===== src/rtl/ifid_hazard_ctrl_pkg.sv =====
// ---------------------------------------------------------------------------
// ifid_hazard_ctrl_pkg
// Shared front-end pipeline definitions for the IF/ID hazard controller:
//   state_t    - controller FSM states
//   REG_ZERO   - architectural zero register (never a real hazard source)
//   NOP_INSTR  - encoding the IF/ID register holds after a flush
//   reg_match  - "this source operand reads that destination" helper
// ---------------------------------------------------------------------------
package ifid_hazard_ctrl_pkg;

    typedef enum logic [1:0] {
        RUN      = 2'd0,
        LOAD_USE = 2'd1,
        IMISS    = 2'd2
    } state_t;

    localparam logic [4:0]  REG_ZERO  = 5'd0;
    localparam logic [31:0] NOP_INSTR = 32'h0000_0000;

    // True when an operand that is actually read names the given register.
    function automatic logic reg_match(input logic       uses,
                                       input logic [4:0] src,
                                       input logic [4:0] dst);
        return uses && (src == dst);
    endfunction

endpackage


===== src/rtl/ifid_hazard_ctrl_if.sv =====
// ---------------------------------------------------------------------------
// ifid_hazard_ctrl_if
// Bundles the hazard sources (ID operands, EX load, branch resolution,
// I-cache and D-memory status) and the pipeline controls / debug counters
// produced by ifid_hazard_ctrl.
//   master : pipeline side, drives hazard sources, receives controls
//   slave  : controller side
// Handshake note: there is no valid/ready flow here; every input is a
// level sampled each cycle, BR_Mispredict is only meaningful with BR_Valid,
// and every control output is a same-cycle level consumed at the next edge.
// ---------------------------------------------------------------------------
interface ifid_hazard_ctrl_if
    import ifid_hazard_ctrl_pkg::*;
#(
    parameter int CNT_W = 32
);
    logic [4:0]       ID_Rs;
    logic [4:0]       ID_Rt;
    logic             ID_UsesRs;
    logic             ID_UsesRt;
    logic             EX_MemRead;
    logic [4:0]       EX_Rd;
    logic             BR_Valid;
    logic             BR_Mispredict;
    logic [31:0]      BR_Target;
    logic             IC_Miss;
    logic             IC_Ready;
    logic             DMEM_Busy;

    logic             STALL_PC;
    logic             STALL_IFID;
    logic             FLUSH_IFID;
    logic             BUBBLE_IDEX;
    logic             PC_Redirect_Valid;
    logic [31:0]      PC_Redirect;
    logic             Miss_Timeout_ERR;
    logic [CNT_W-1:0] Stall_Count;
    logic [CNT_W-1:0] Flush_Count;
    state_t           fsm_state;

    modport master (
        output ID_Rs, ID_Rt, ID_UsesRs, ID_UsesRt, EX_MemRead, EX_Rd,
               BR_Valid, BR_Mispredict, BR_Target, IC_Miss, IC_Ready, DMEM_Busy,
        input  STALL_PC, STALL_IFID, FLUSH_IFID, BUBBLE_IDEX, PC_Redirect_Valid,
               PC_Redirect, Miss_Timeout_ERR, Stall_Count, Flush_Count, fsm_state
    );

    modport slave (
        input  ID_Rs, ID_Rt, ID_UsesRs, ID_UsesRt, EX_MemRead, EX_Rd,
               BR_Valid, BR_Mispredict, BR_Target, IC_Miss, IC_Ready, DMEM_Busy,
        output STALL_PC, STALL_IFID, FLUSH_IFID, BUBBLE_IDEX, PC_Redirect_Valid,
               PC_Redirect, Miss_Timeout_ERR, Stall_Count, Flush_Count, fsm_state
    );

endinterface


===== src/rtl/ifid_hazard_ctrl_sat_counter.sv =====
// ---------------------------------------------------------------------------
// ifid_hazard_ctrl_sat_counter
// Up-counter that stops at MAX (all-ones by default) instead of wrapping.
//   clk, rst : clock, asynchronous active-high reset (count -> 0)
//   clear    : synchronous clear, wins over inc
//   inc      : count up by one at this edge unless already at MAX
//   count    : current value
// ---------------------------------------------------------------------------
module ifid_hazard_ctrl_sat_counter #(
    parameter int           W   = 32,
    parameter logic [W-1:0] MAX = {W{1'b1}}
) (
    input  logic         clk,
    input  logic         rst,
    input  logic         clear,
    input  logic         inc,
    output logic [W-1:0] count
);

    always_ff @(posedge clk or posedge rst) begin
        if (rst) begin
            count <= '0;
        end else if (clear) begin
            count <= '0;
        end else if (inc && (count != MAX)) begin
            count <= count + 1'b1;
        end
    end

endmodule


===== src/rtl/ifid_hazard_ctrl.sv =====
// ---------------------------------------------------------------------------
// ifid_hazard_ctrl
// Front-end pipeline sequencer. Combines load-use hazards, branch
// mispredicts, I-cache misses and D-memory back-pressure into the IF/ID
// stall/flush, PC hold/redirect and ID/EX bubble controls. Controls are
// combinational so the pipeline registers act at the same clock edge.
// Priority every cycle: mispredict > DMEM_Busy > load-use > I-miss > run.
//   CLK, RESET : clock, asynchronous active-high reset
//   bus        : ifid_hazard_ctrl_if slave (hazard sources in, controls,
//                sticky miss-timeout error, stall/flush counters and the
//                FSM state for debug out)
// ---------------------------------------------------------------------------
module ifid_hazard_ctrl
    import ifid_hazard_ctrl_pkg::*;
#(
    parameter int LOAD_USE_CYCLES = 1,
    parameter int MISS_TIMEOUT    = 255,
    parameter int CNT_W           = 32
) (
    input  logic              CLK,
    input  logic              RESET,
    ifid_hazard_ctrl_if.slave bus
);

    localparam logic [3:0]  LU_INIT = 4'(LOAD_USE_CYCLES - 1);
    localparam logic [15:0] TO_MAX  = 16'(MISS_TIMEOUT);
    // tcnt value during the wait cycle whose edge reaches the timeout.
    localparam logic [15:0] TO_LAST = 16'(MISS_TIMEOUT - 1);

    state_t      state_q, state_d;
    logic [3:0]  lu_cnt_q, lu_cnt_d;
    logic [15:0] tcnt;
    logic        tcnt_clear;
    logic        err_q, err_set;
    logic [31:0] redirect_q;

    logic        lu_hz, mp;
    logic        stall_pc, stall_ifid, flush_ifid, bubble_idex, redirect_v;
    logic        stall_pc_o, stall_ifid_o, flush_ifid_o, bubble_idex_o, redirect_v_o;
    logic [CNT_W-1:0] stall_count, flush_count;

    assign lu_hz = bus.EX_MemRead && (bus.EX_Rd != REG_ZERO) &&
                   (reg_match(bus.ID_UsesRs, bus.ID_Rs, bus.EX_Rd) ||
                    reg_match(bus.ID_UsesRt, bus.ID_Rt, bus.EX_Rd));
    assign mp    = bus.BR_Valid && bus.BR_Mispredict;

    // -----------------------------------------------------------------------
    // Next state and raw controls
    // -----------------------------------------------------------------------
    always_comb begin
        state_d     = state_q;
        lu_cnt_d    = lu_cnt_q;
        tcnt_clear  = 1'b0;
        stall_pc    = 1'b0;
        stall_ifid  = 1'b0;
        flush_ifid  = 1'b0;
        bubble_idex = 1'b0;
        redirect_v  = 1'b0;

        if (mp) begin
            // Wrong-path fetch is discarded whatever we were waiting on.
            flush_ifid  = 1'b1;
            bubble_idex = 1'b1;
            redirect_v  = 1'b1;
            state_d     = RUN;
        end else if (bus.DMEM_Busy) begin
            // Freeze: state and load-use count hold, no bubble.
            stall_pc   = 1'b1;
            stall_ifid = 1'b1;
        end else begin
            case (state_q)
                RUN: begin
                    if (lu_hz) begin
                        stall_pc    = 1'b1;
                        stall_ifid  = 1'b1;
                        bubble_idex = 1'b1;
                        if (LOAD_USE_CYCLES > 1) begin
                            state_d  = LOAD_USE;
                            lu_cnt_d = LU_INIT;
                        end
                    end else if (bus.IC_Miss) begin
                        // Hold PC, send a bubble into ID while refilling.
                        stall_pc   = 1'b1;
                        flush_ifid = 1'b1;
                        tcnt_clear = 1'b1;
                        state_d    = IMISS;
                    end
                end
                LOAD_USE: begin
                    stall_pc    = 1'b1;
                    stall_ifid  = 1'b1;
                    bubble_idex = 1'b1;
                    if (lu_cnt_q <= 4'd1) begin
                        state_d = RUN;
                    end else begin
                        lu_cnt_d = lu_cnt_q - 4'd1;
                    end
                end
                IMISS: begin
                    if (bus.IC_Ready) begin
                        // Refill done: the miss controls drop this cycle; a
                        // coexisting load-use is then handled as from RUN.
                        state_d = RUN;
                        if (lu_hz) begin
                            stall_pc    = 1'b1;
                            stall_ifid  = 1'b1;
                            bubble_idex = 1'b1;
                            if (LOAD_USE_CYCLES > 1) begin
                                state_d  = LOAD_USE;
                                lu_cnt_d = LU_INIT;
                            end
                        end
                    end else begin
                        stall_pc   = 1'b1;
                        flush_ifid = 1'b1;
                        // Load-use bubble is ORed in; the IF/ID stall it
                        // would add is overridden by the flush below.
                        if (lu_hz) begin
                            stall_ifid  = 1'b1;
                            bubble_idex = 1'b1;
                        end
                    end
                end
                default: state_d = RUN;
            endcase
        end
    end

    // Timeout runs through DMEM freezes but not across a mispredict or a
    // cycle that actually leaves IMISS on IC_Ready.
    assign err_set = (state_q == IMISS) && !mp &&
                     !(bus.IC_Ready && !bus.DMEM_Busy) && (tcnt >= TO_LAST);

    // -----------------------------------------------------------------------
    // State registers
    // -----------------------------------------------------------------------
    always_ff @(posedge CLK or posedge RESET) begin
        if (RESET) begin
            state_q    <= RUN;
            lu_cnt_q   <= '0;
            err_q      <= 1'b0;
            redirect_q <= '0;
        end else begin
            state_q  <= state_d;
            lu_cnt_q <= lu_cnt_d;
            if (err_set) begin
                err_q <= 1'b1;
            end
            if (mp) begin
                redirect_q <= bus.BR_Target;
            end
        end
    end

    ifid_hazard_ctrl_sat_counter #(
        .W   (16),
        .MAX (TO_MAX)
    ) u_tcnt (
        .clk   (CLK),
        .rst   (RESET),
        .clear (tcnt_clear),
        .inc   (state_q == IMISS),
        .count (tcnt)
    );

    // -----------------------------------------------------------------------
    // Outputs: forced quiet while RESET is high; flush always beats stall.
    // -----------------------------------------------------------------------
    assign stall_pc_o    = stall_pc    && !RESET;
    assign flush_ifid_o  = flush_ifid  && !RESET;
    assign stall_ifid_o  = stall_ifid  && !flush_ifid && !RESET;
    assign bubble_idex_o = bubble_idex && !RESET;
    assign redirect_v_o  = redirect_v  && !RESET;

    ifid_hazard_ctrl_sat_counter #(.W(CNT_W)) u_stall_cnt (
        .clk   (CLK),
        .rst   (RESET),
        .clear (1'b0),
        .inc   (stall_pc_o),
        .count (stall_count)
    );

    ifid_hazard_ctrl_sat_counter #(.W(CNT_W)) u_flush_cnt (
        .clk   (CLK),
        .rst   (RESET),
        .clear (1'b0),
        .inc   (flush_ifid_o),
        .count (flush_count)
    );

    assign bus.STALL_PC          = stall_pc_o;
    assign bus.STALL_IFID        = stall_ifid_o;
    assign bus.FLUSH_IFID        = flush_ifid_o;
    assign bus.BUBBLE_IDEX       = bubble_idex_o;
    assign bus.PC_Redirect_Valid = redirect_v_o;
    assign bus.PC_Redirect       = redirect_v_o ? bus.BR_Target : redirect_q;
    assign bus.Miss_Timeout_ERR  = err_q;
    assign bus.Stall_Count       = stall_count;
    assign bus.Flush_Count       = flush_count;
    assign bus.fsm_state         = state_q;

endmodule


===== src/flat_wrapper.sv =====
// flat-port wrapper written by rule: the top's interface ports become plain ports
module ifid_hazard_ctrl_flat import ifid_hazard_ctrl_pkg::*;
#(
    parameter int LOAD_USE_CYCLES = 1,
    parameter int MISS_TIMEOUT    = 255,
    parameter int CNT_W           = 32
)
  (CLK, RESET, bus_ID_Rs, bus_ID_Rt, bus_ID_UsesRs, bus_ID_UsesRt, bus_EX_MemRead, bus_EX_Rd, bus_BR_Valid, bus_BR_Mispredict, bus_BR_Target, bus_IC_Miss, bus_IC_Ready, bus_DMEM_Busy, bus_STALL_PC, bus_STALL_IFID, bus_FLUSH_IFID, bus_BUBBLE_IDEX, bus_PC_Redirect_Valid, bus_PC_Redirect, bus_Miss_Timeout_ERR, bus_Stall_Count, bus_Flush_Count, bus_fsm_state);
  ifid_hazard_ctrl_if #(.CNT_W(CNT_W)) bus_i ();
  input  logic CLK;
  input  logic RESET;
  input wire logic [$bits(bus_i.ID_Rs)-1:0] bus_ID_Rs;
  input wire logic [$bits(bus_i.ID_Rt)-1:0] bus_ID_Rt;
  input wire logic [$bits(bus_i.ID_UsesRs)-1:0] bus_ID_UsesRs;
  input wire logic [$bits(bus_i.ID_UsesRt)-1:0] bus_ID_UsesRt;
  input wire logic [$bits(bus_i.EX_MemRead)-1:0] bus_EX_MemRead;
  input wire logic [$bits(bus_i.EX_Rd)-1:0] bus_EX_Rd;
  input wire logic [$bits(bus_i.BR_Valid)-1:0] bus_BR_Valid;
  input wire logic [$bits(bus_i.BR_Mispredict)-1:0] bus_BR_Mispredict;
  input wire logic [$bits(bus_i.BR_Target)-1:0] bus_BR_Target;
  input wire logic [$bits(bus_i.IC_Miss)-1:0] bus_IC_Miss;
  input wire logic [$bits(bus_i.IC_Ready)-1:0] bus_IC_Ready;
  input wire logic [$bits(bus_i.DMEM_Busy)-1:0] bus_DMEM_Busy;
  output wire logic [$bits(bus_i.STALL_PC)-1:0] bus_STALL_PC;
  output wire logic [$bits(bus_i.STALL_IFID)-1:0] bus_STALL_IFID;
  output wire logic [$bits(bus_i.FLUSH_IFID)-1:0] bus_FLUSH_IFID;
  output wire logic [$bits(bus_i.BUBBLE_IDEX)-1:0] bus_BUBBLE_IDEX;
  output wire logic [$bits(bus_i.PC_Redirect_Valid)-1:0] bus_PC_Redirect_Valid;
  output wire logic [$bits(bus_i.PC_Redirect)-1:0] bus_PC_Redirect;
  output wire logic [$bits(bus_i.Miss_Timeout_ERR)-1:0] bus_Miss_Timeout_ERR;
  output wire logic [$bits(bus_i.Stall_Count)-1:0] bus_Stall_Count;
  output wire logic [$bits(bus_i.Flush_Count)-1:0] bus_Flush_Count;
  output wire logic [$bits(bus_i.fsm_state)-1:0] bus_fsm_state;
  assign bus_i.ID_Rs = bus_ID_Rs;
  assign bus_i.ID_Rt = bus_ID_Rt;
  assign bus_i.ID_UsesRs = bus_ID_UsesRs;
  assign bus_i.ID_UsesRt = bus_ID_UsesRt;
  assign bus_i.EX_MemRead = bus_EX_MemRead;
  assign bus_i.EX_Rd = bus_EX_Rd;
  assign bus_i.BR_Valid = bus_BR_Valid;
  assign bus_i.BR_Mispredict = bus_BR_Mispredict;
  assign bus_i.BR_Target = bus_BR_Target;
  assign bus_i.IC_Miss = bus_IC_Miss;
  assign bus_i.IC_Ready = bus_IC_Ready;
  assign bus_i.DMEM_Busy = bus_DMEM_Busy;
  assign bus_STALL_PC = bus_i.STALL_PC;
  assign bus_STALL_IFID = bus_i.STALL_IFID;
  assign bus_FLUSH_IFID = bus_i.FLUSH_IFID;
  assign bus_BUBBLE_IDEX = bus_i.BUBBLE_IDEX;
  assign bus_PC_Redirect_Valid = bus_i.PC_Redirect_Valid;
  assign bus_PC_Redirect = bus_i.PC_Redirect;
  assign bus_Miss_Timeout_ERR = bus_i.Miss_Timeout_ERR;
  assign bus_Stall_Count = bus_i.Stall_Count;
  assign bus_Flush_Count = bus_i.Flush_Count;
  assign bus_fsm_state = bus_i.fsm_state;
  ifid_hazard_ctrl #(.LOAD_USE_CYCLES(LOAD_USE_CYCLES), .MISS_TIMEOUT(MISS_TIMEOUT), .CNT_W(CNT_W)) u_core (.CLK(CLK), .RESET(RESET), .bus(bus_i));
endmodule

===== config.mk =====
export PLATFORM = sky130hd
export DESIGN_NAME = ifid_hazard_ctrl_flat
export DESIGN_NICKNAME = d
export VERILOG_FILES = /design/src/rtl/ifid_hazard_ctrl_pkg.sv /design/src/rtl/ifid_hazard_ctrl_if.sv /design/src/rtl/ifid_hazard_ctrl_sat_counter.sv /design/src/rtl/ifid_hazard_ctrl.sv /design/src/flat_wrapper.sv
export SDC_FILE = /design/constraint.sdc
export NUM_CORES = 1
export LEC_CHECK = 0
export ABC_AREA = 1
export CAP_MARGIN = 20
export CORE_MARGIN = 2
export CORE_UTILIZATION = 47
export DETAILED_ROUTE_END_ITERATION = 8
export PLACE_DENSITY = 0.75
export REMOVE_ABC_BUFFERS = 1
export SKIP_CTS_REPAIR_TIMING = 1
export SLEW_MARGIN = 20
export SYNTH_ARGS = -nofsm -noshare
export SYNTH_HDL_FRONTEND = slang
export SYNTH_SLANG_ARGS = --single-unit

===== constraint.sdc =====
create_clock -name CLK -period 15.8 [get_ports CLK]
set_input_delay 4.74 -clock CLK [delete_from_list [all_inputs] [get_ports CLK]]
set_output_delay 4.74 -clock CLK [all_outputs]
set_load 0.03 [all_outputs]

Word-level counts from Yosys, hierarchy flattened
Cells that the tools add are included.

Register bits after elaboration: 119. Bits in latches: 0. Bits in writable memories: 0. Memory bits (read-only): 0. Input port bits: 57. Output and inout port bits: 104. Word-level logic and storage cells: 89. Memories: 0.

Add/sub/neg operators: 4. Multipliers: 0. Divide/modulo/power cells: 0. Magnitude comparators: 2. Equal/unequal tests: 12. Shift operators: 0. Mux-type cells: 31. Bitwise operators: 3. Reduce and logical (&&, ||, !) cells: 30.

Operators with widths (count): $add A32 B1 Y32 const B (2); $ne A32 B32 Y1 const B (2); $mux W16 (2); $mux W32 (1); $logic_and A1 B1 Y1 (18); $mux W1 (18); $add A16 B1 Y16 const B (1); $ge A16 B8 Y1 const B (1); $ne A16 B8 Y1 const B (1); $mux W2 (6); $eq A5 B5 Y1 (2); $ne A3 B2 Y1 const B (2); $pmux W2 S3 (1); $logic_not A1 Y1 (5); $reduce_and A5 Y1 (1); $reduce_bool A5 Y1 (1); $le A4 B1 Y1 const B (1); $pmux W1 S2 (2); $reduce_and A4 Y1 (1); $sub A4 B1 Y4 const B (1); $ne A3 B1 Y1 const B (1); $ne A3 B3 Y1 const B (1); $not A1 Y1 (3); $pmux W1 S3 (1); 7 further kinds (7).

Depth between registers and ports, before layout
Depth after elaboration: 11. Depth in mapped cells: 13. Gate-level depth less buffers: 12.

By module
Synthesis repeated with hierarchy kept, for this count alone.

Cells, all modules: 1176. Area, all modules: 7634.8 um^2.

By module, submodules not included: ifid_hazard_ctrl_sat_counter at u_core.u_flush_cnt ... (instances 2, cells each 360, area each 2274.7 um^2, sequential area each 800.8 um^2); ifid_hazard_ctrl (instances 1, cells each 304, area each 2045.7 um^2, sequential area each 850.8 um^2); ifid_hazard_ctrl_sat_counter at u_core.u_tcnt (instances 1, cells each 152, area each 1039.7 um^2, sequential area each 400.4 um^2).

Worst setup path before layout
No wires, ideal clock.

Path type: input port to output port. Start: in RESET. End: out bus_FLUSH_IFID. Arrival: 7.925 ns. Data required time: 11.060 ns. Path slack: 3.135 ns. Stages on the path: 4. Buffers on the path: 1. Cells stage by stage: inv_1 > nand3_1 > nand2_2 > buf_2.

Word-level cells in the longest chain between the ends: 2.

Ends and longest elaborated chain: start: declaration (line flat_wrapper.sv:11) `input logic RESET;`; $logic_not A1 Y1 (no line); $logic_and A1 B1 Y1 (line ifid_hazard_ctrl.sv:170) `assign flush_ifid_o = flush_ifid && !RESET;`; end: declaration (line flat_wrapper.sv:26) `output wire logic [$bits(bus_i.FLUSH_IFID)-1:0] bus_FLUSH_IFID;`.

Every way passes these cells.

Final worst setup path
Start: in bus_BR_Valid. End: out bus_FLUSH_IFID.

Word-level cells in the longest chain between the ends: 3.

Ends and longest elaborated chain: start: declaration (line flat_wrapper.sv:18) `input wire logic [$bits(bus_i.BR_Valid)-1:0] bus_BR_Valid;`; $logic_and A1 B1 Y1 (line ifid_hazard_ctrl.sv:45) `assign mp = bus.BR_Valid && bus.BR_Mispredict;`; $mux W1 (line ifid_hazard_ctrl.sv:60) `if (mp) begin`; $logic_and A1 B1 Y1 (line ifid_hazard_ctrl.sv:170).

Every way passes these cells.

==> flow_metrics.py <==
metrics = {
    "synth": {
        "yosys_warnings": 0,
        "synth_edf_count": 0,
        "syn_avg_cell_area_um2": 6.987,
        "ys_async_sr_fraction": 1.000,
        "synth_commonest_cells": "nand2_1, dfrtp_1, inv_1",
        "ys_ff_latch": 114,
        "syn-cell-area_mm2": 0.007211,
        "ys_top_cells_by_area": "dfrtp_1, nand2_1, inv_1",
        "yosysMostFrequentCell": "nand2_1",
        "syn_inst": 1032,
        "yosysUniqueCellTypes": 37,
        "synth_ff_type": "dfrtp_1",
        "synth_top_area_frac": 0.3956,
        "yosysTopAreaCell": "dfrtp_1",
        "ys_seq_area_frac": 0.3956,
    },
    "critical_path": {
        "timing.critical_path.from": "bus_BR_Valid",
        "crit_fanout": 67,
        "worst_r2r_startpoint": "u_core.bus.fsm_state[1]",
        "r2r_end": "u_core.u_stall_cnt.count[31]",
        "path_class": "in2out",
        "r2r_setup_slack_ns": 13.21,
        "end_kind": "primary output",
        "path_buf_inv": 4,
        "crit_arrival_ns": 8.03,
        "crit_chain": "clkdlybuf4s50_1 > nand2_4 > nor2_1 > inv_1 > buf_4 > nand2_2 > clkdlybuf4s50_1",
        "start_kind": "primary input",
        "reg2reg_depth": 7,
        "critPathTopFamily": "buffers and inverters",
        "crit_path_max_incr_delay_ns": 0.74,
        "cp_slowest_cell": "clkdlybuf4s50_1",
        "required_ns": 11.06,
        "critPathMostFrequentCell": "clkdlybuf4s50_1",
    },
    "grt": {
        "grt_max_degree": 68,
        "grt_pass1_vias": 6503,
        "grt_overflow": 0,
        "grt_pass1_wl_um": 31620,
        "grt_usage": 0.2415,
        "antenna_found_initial": 0,
    },
    "floorplanning": {
        "row_count": 45,
        "die_area_mm2": 0.01635,
        "fp.dieH_um": 127.9,
        "coreArea_mm2": 0.01509,
        "die_w_um": 127.9,
        "ios": 161,
        "start_util": 0.4779,
    },
    "pwr": {
        "power_density_mw_per_mm2": 101.2,
        "p_int_mw": 0.6614,
        "p_seq_frac": 0.358,
        "clkPwrFrac": 0.427,
        "p_comb_frac": 0.215,
        "ir_worst_vdd_uv": 76.48,
        "swShare": 0.3113,
        "p_switching_mw": 0.2989,
        "total_power_mw": 0.9603,
        "power_leakage_nw": 4.599,
    },
    "placed_design": {
        "io_buffers": 159,
        "dp_hpwl_um": 13410,
        "placed_cell_area_mm2": 0.008853,
        "place.gp.congestion": 0.9122,
        "numPlacedInstances": 1342,
        "place_ws_ns": 2.786,
    },
    "timing": {
        "period_share": 0.8080,
        "final_hold_viol_count": 0,
        "maxSlewHeadroom": 0.3751,
        "setup_violations": 0,
        "finClkSkew_ns": 0.007560,
        "fmax_ghz": 0.07833,
        "worst_pin_slew_ns": 0.9352,
        "rsz0062_at_grt": "false",
        "finalSetupTns_ns": 0,
        "holdWs_ns": 0.4854,
        "maxSlewViolCount": 0,
        "fin_ws_ns": 3.034,
        "layout_min_cycle_time_ns": 12.77,
    },
    "routing": {
        "wire_per_inst_um": 13.94,
        "final_antenna_net_count": 0,
        "drc": 0,
        "vias_per_cell": 5.167,
        "firstDrtPassIters": 5,
        "dr_total_vias": 7099,
        "drtIter0Drc": 592,
        "routed_wl_um": 19150,
    },
    "cts": {
        "cts_max_level": 4,
        "cts_buffers": 17,
        "cts_tree": "yes",
        "root_buffer": "clkbuf_16",
        "cts.clk_slew.worst_paths_ns": 0.06,
        "clk_latency_ns": 0.42,
        "cts_buffer_depth": 2,
        "cts_sinks": 114,
    },
    "final_layout": {
        "finalNetCount": 1234,
        "diodes": 0,
        "fill_cells": 1310,
        "layout-drive-gt1-share": 0.05059,
        "final_area_mm2": 0.009492,
        "post-route-util": 0.6290,
        "area_growth_pct": 31.63,
        "stdcell_count": 1374,
    },
    "flow_run": {
        "cap_viol_max_count": 0,
    },
    "worst_hold_path": {
        "worstHoldStart": "u_core.redirect_q[12]",
        "min_path_cells": 2,
        "hold_path_class": "reg2reg",
        "min_to": "u_core.redirect_q[12]",
    },
    "run_status": {
        "status": "finished, final reports clean",
    },
}
## worst min-delay path: stages (launching register included)
cell and delay (ns):
dfrtp_1 0.34, nand2_1 0.05, o21ai_0 0.06
## layout make-up
type / instances / area [um2] / share of cell area
clock buffers: 17 / 425.4 / 0.04482
clock inverters: 15 / 207.7 / 0.02188
inverters: 108 / 407.9 / 0.04297
multi-input cells: 769 / 3741 / 0.3941
flip-flops and latches: 114 / 2853 / 0.3006
well taps: 188 / 235.2 / 0.02478
repair buffers: 163 / 1622 / 0.1708
## per-layer routing
| metal | GRT usage | share of wire | vias to the layer above |
|---|---|---|---|
| met1 | 0.3232 | 0.45 | 3259 |
| met3 | 0.06636 | 0.066 | 32 |
| met2 | 0.3872 | 0.47 | 249 |
| met5 | 0 | 0 | - |
| li1 | - | - | 3559 |
| met4 | 0.06723 | 0.015 | 0 |
## cells in the final DEF (no fill, tap or decap), types with 9 or more instances in the layout
cell type	count
nand4_1	44
nor3_1	28
xor2_1	42
inv_1	104
clkbuf_16	17
nand3b_1	9
dfrtp_1	114
o21ai_0	70
xnor2_1	19
nand3_1	72
nand2_1	367
clkdlybuf4s50_1	159
nor2_1	81
## worst max-delay path by stage
stage / to / slack (ns) / cells after the start
detailed placement: bus_FLUSH_IFID / 2.79 / 7
CTS: bus_FLUSH_IFID / 2.75 / 7
finish: bus_FLUSH_IFID / 3.03 / 7
global placement: bus_FLUSH_IFID / 2.82 / 7
global route: bus_FLUSH_IFID / 2.70 / 7
floorplan: bus_FLUSH_IFID / 3.09 / 3
## state kept, by name (all words and copies together) (netlist names)
signal,flops
u_core.bus.Miss_Timeout_ERR,1
u_core.bus.fsm_state,1
u_core.redirect_q,32
u_core.u_tcnt.count,16
u_core.u_stall_cnt.count,32
u_core.u_flush_cnt.count,32
## cell families (layout without fill, tap and decap cells)
| kind of cell | Yosys count | after routing | share of synthesized area |
|---|---|---|---|
| and+or+nand+nor | 624 | 624 | 0.3779 |
| xor gates and xnor gates | 61 | 61 | 0.07409 |
| other | 1 | 1 | 0.0005201 |
| AOI/OAI and AO/OA | 79 | 79 | 0.05796 |
| adders and majority gates | 4 | 4 | 0.006941 |
| buffers and inverters | 149 | 303 | 0.08693 |
| DFF | 114 | 114 | 0.3956 |
## power by group through the flow
stage	Clock (mW)	Sequential, mW	Combinational, mW
2_1_floorplan	0	0.363	0.105
3_3_place_gp	0	0.348	0.203
3_5_place_dp	0	0.348	0.207
4_1_cts	0.416	0.344	0.207
5_1_grt	0.429	0.349	0.229
6_report	0.410	0.344	0.206
Power figures use the tool's default switching activity.
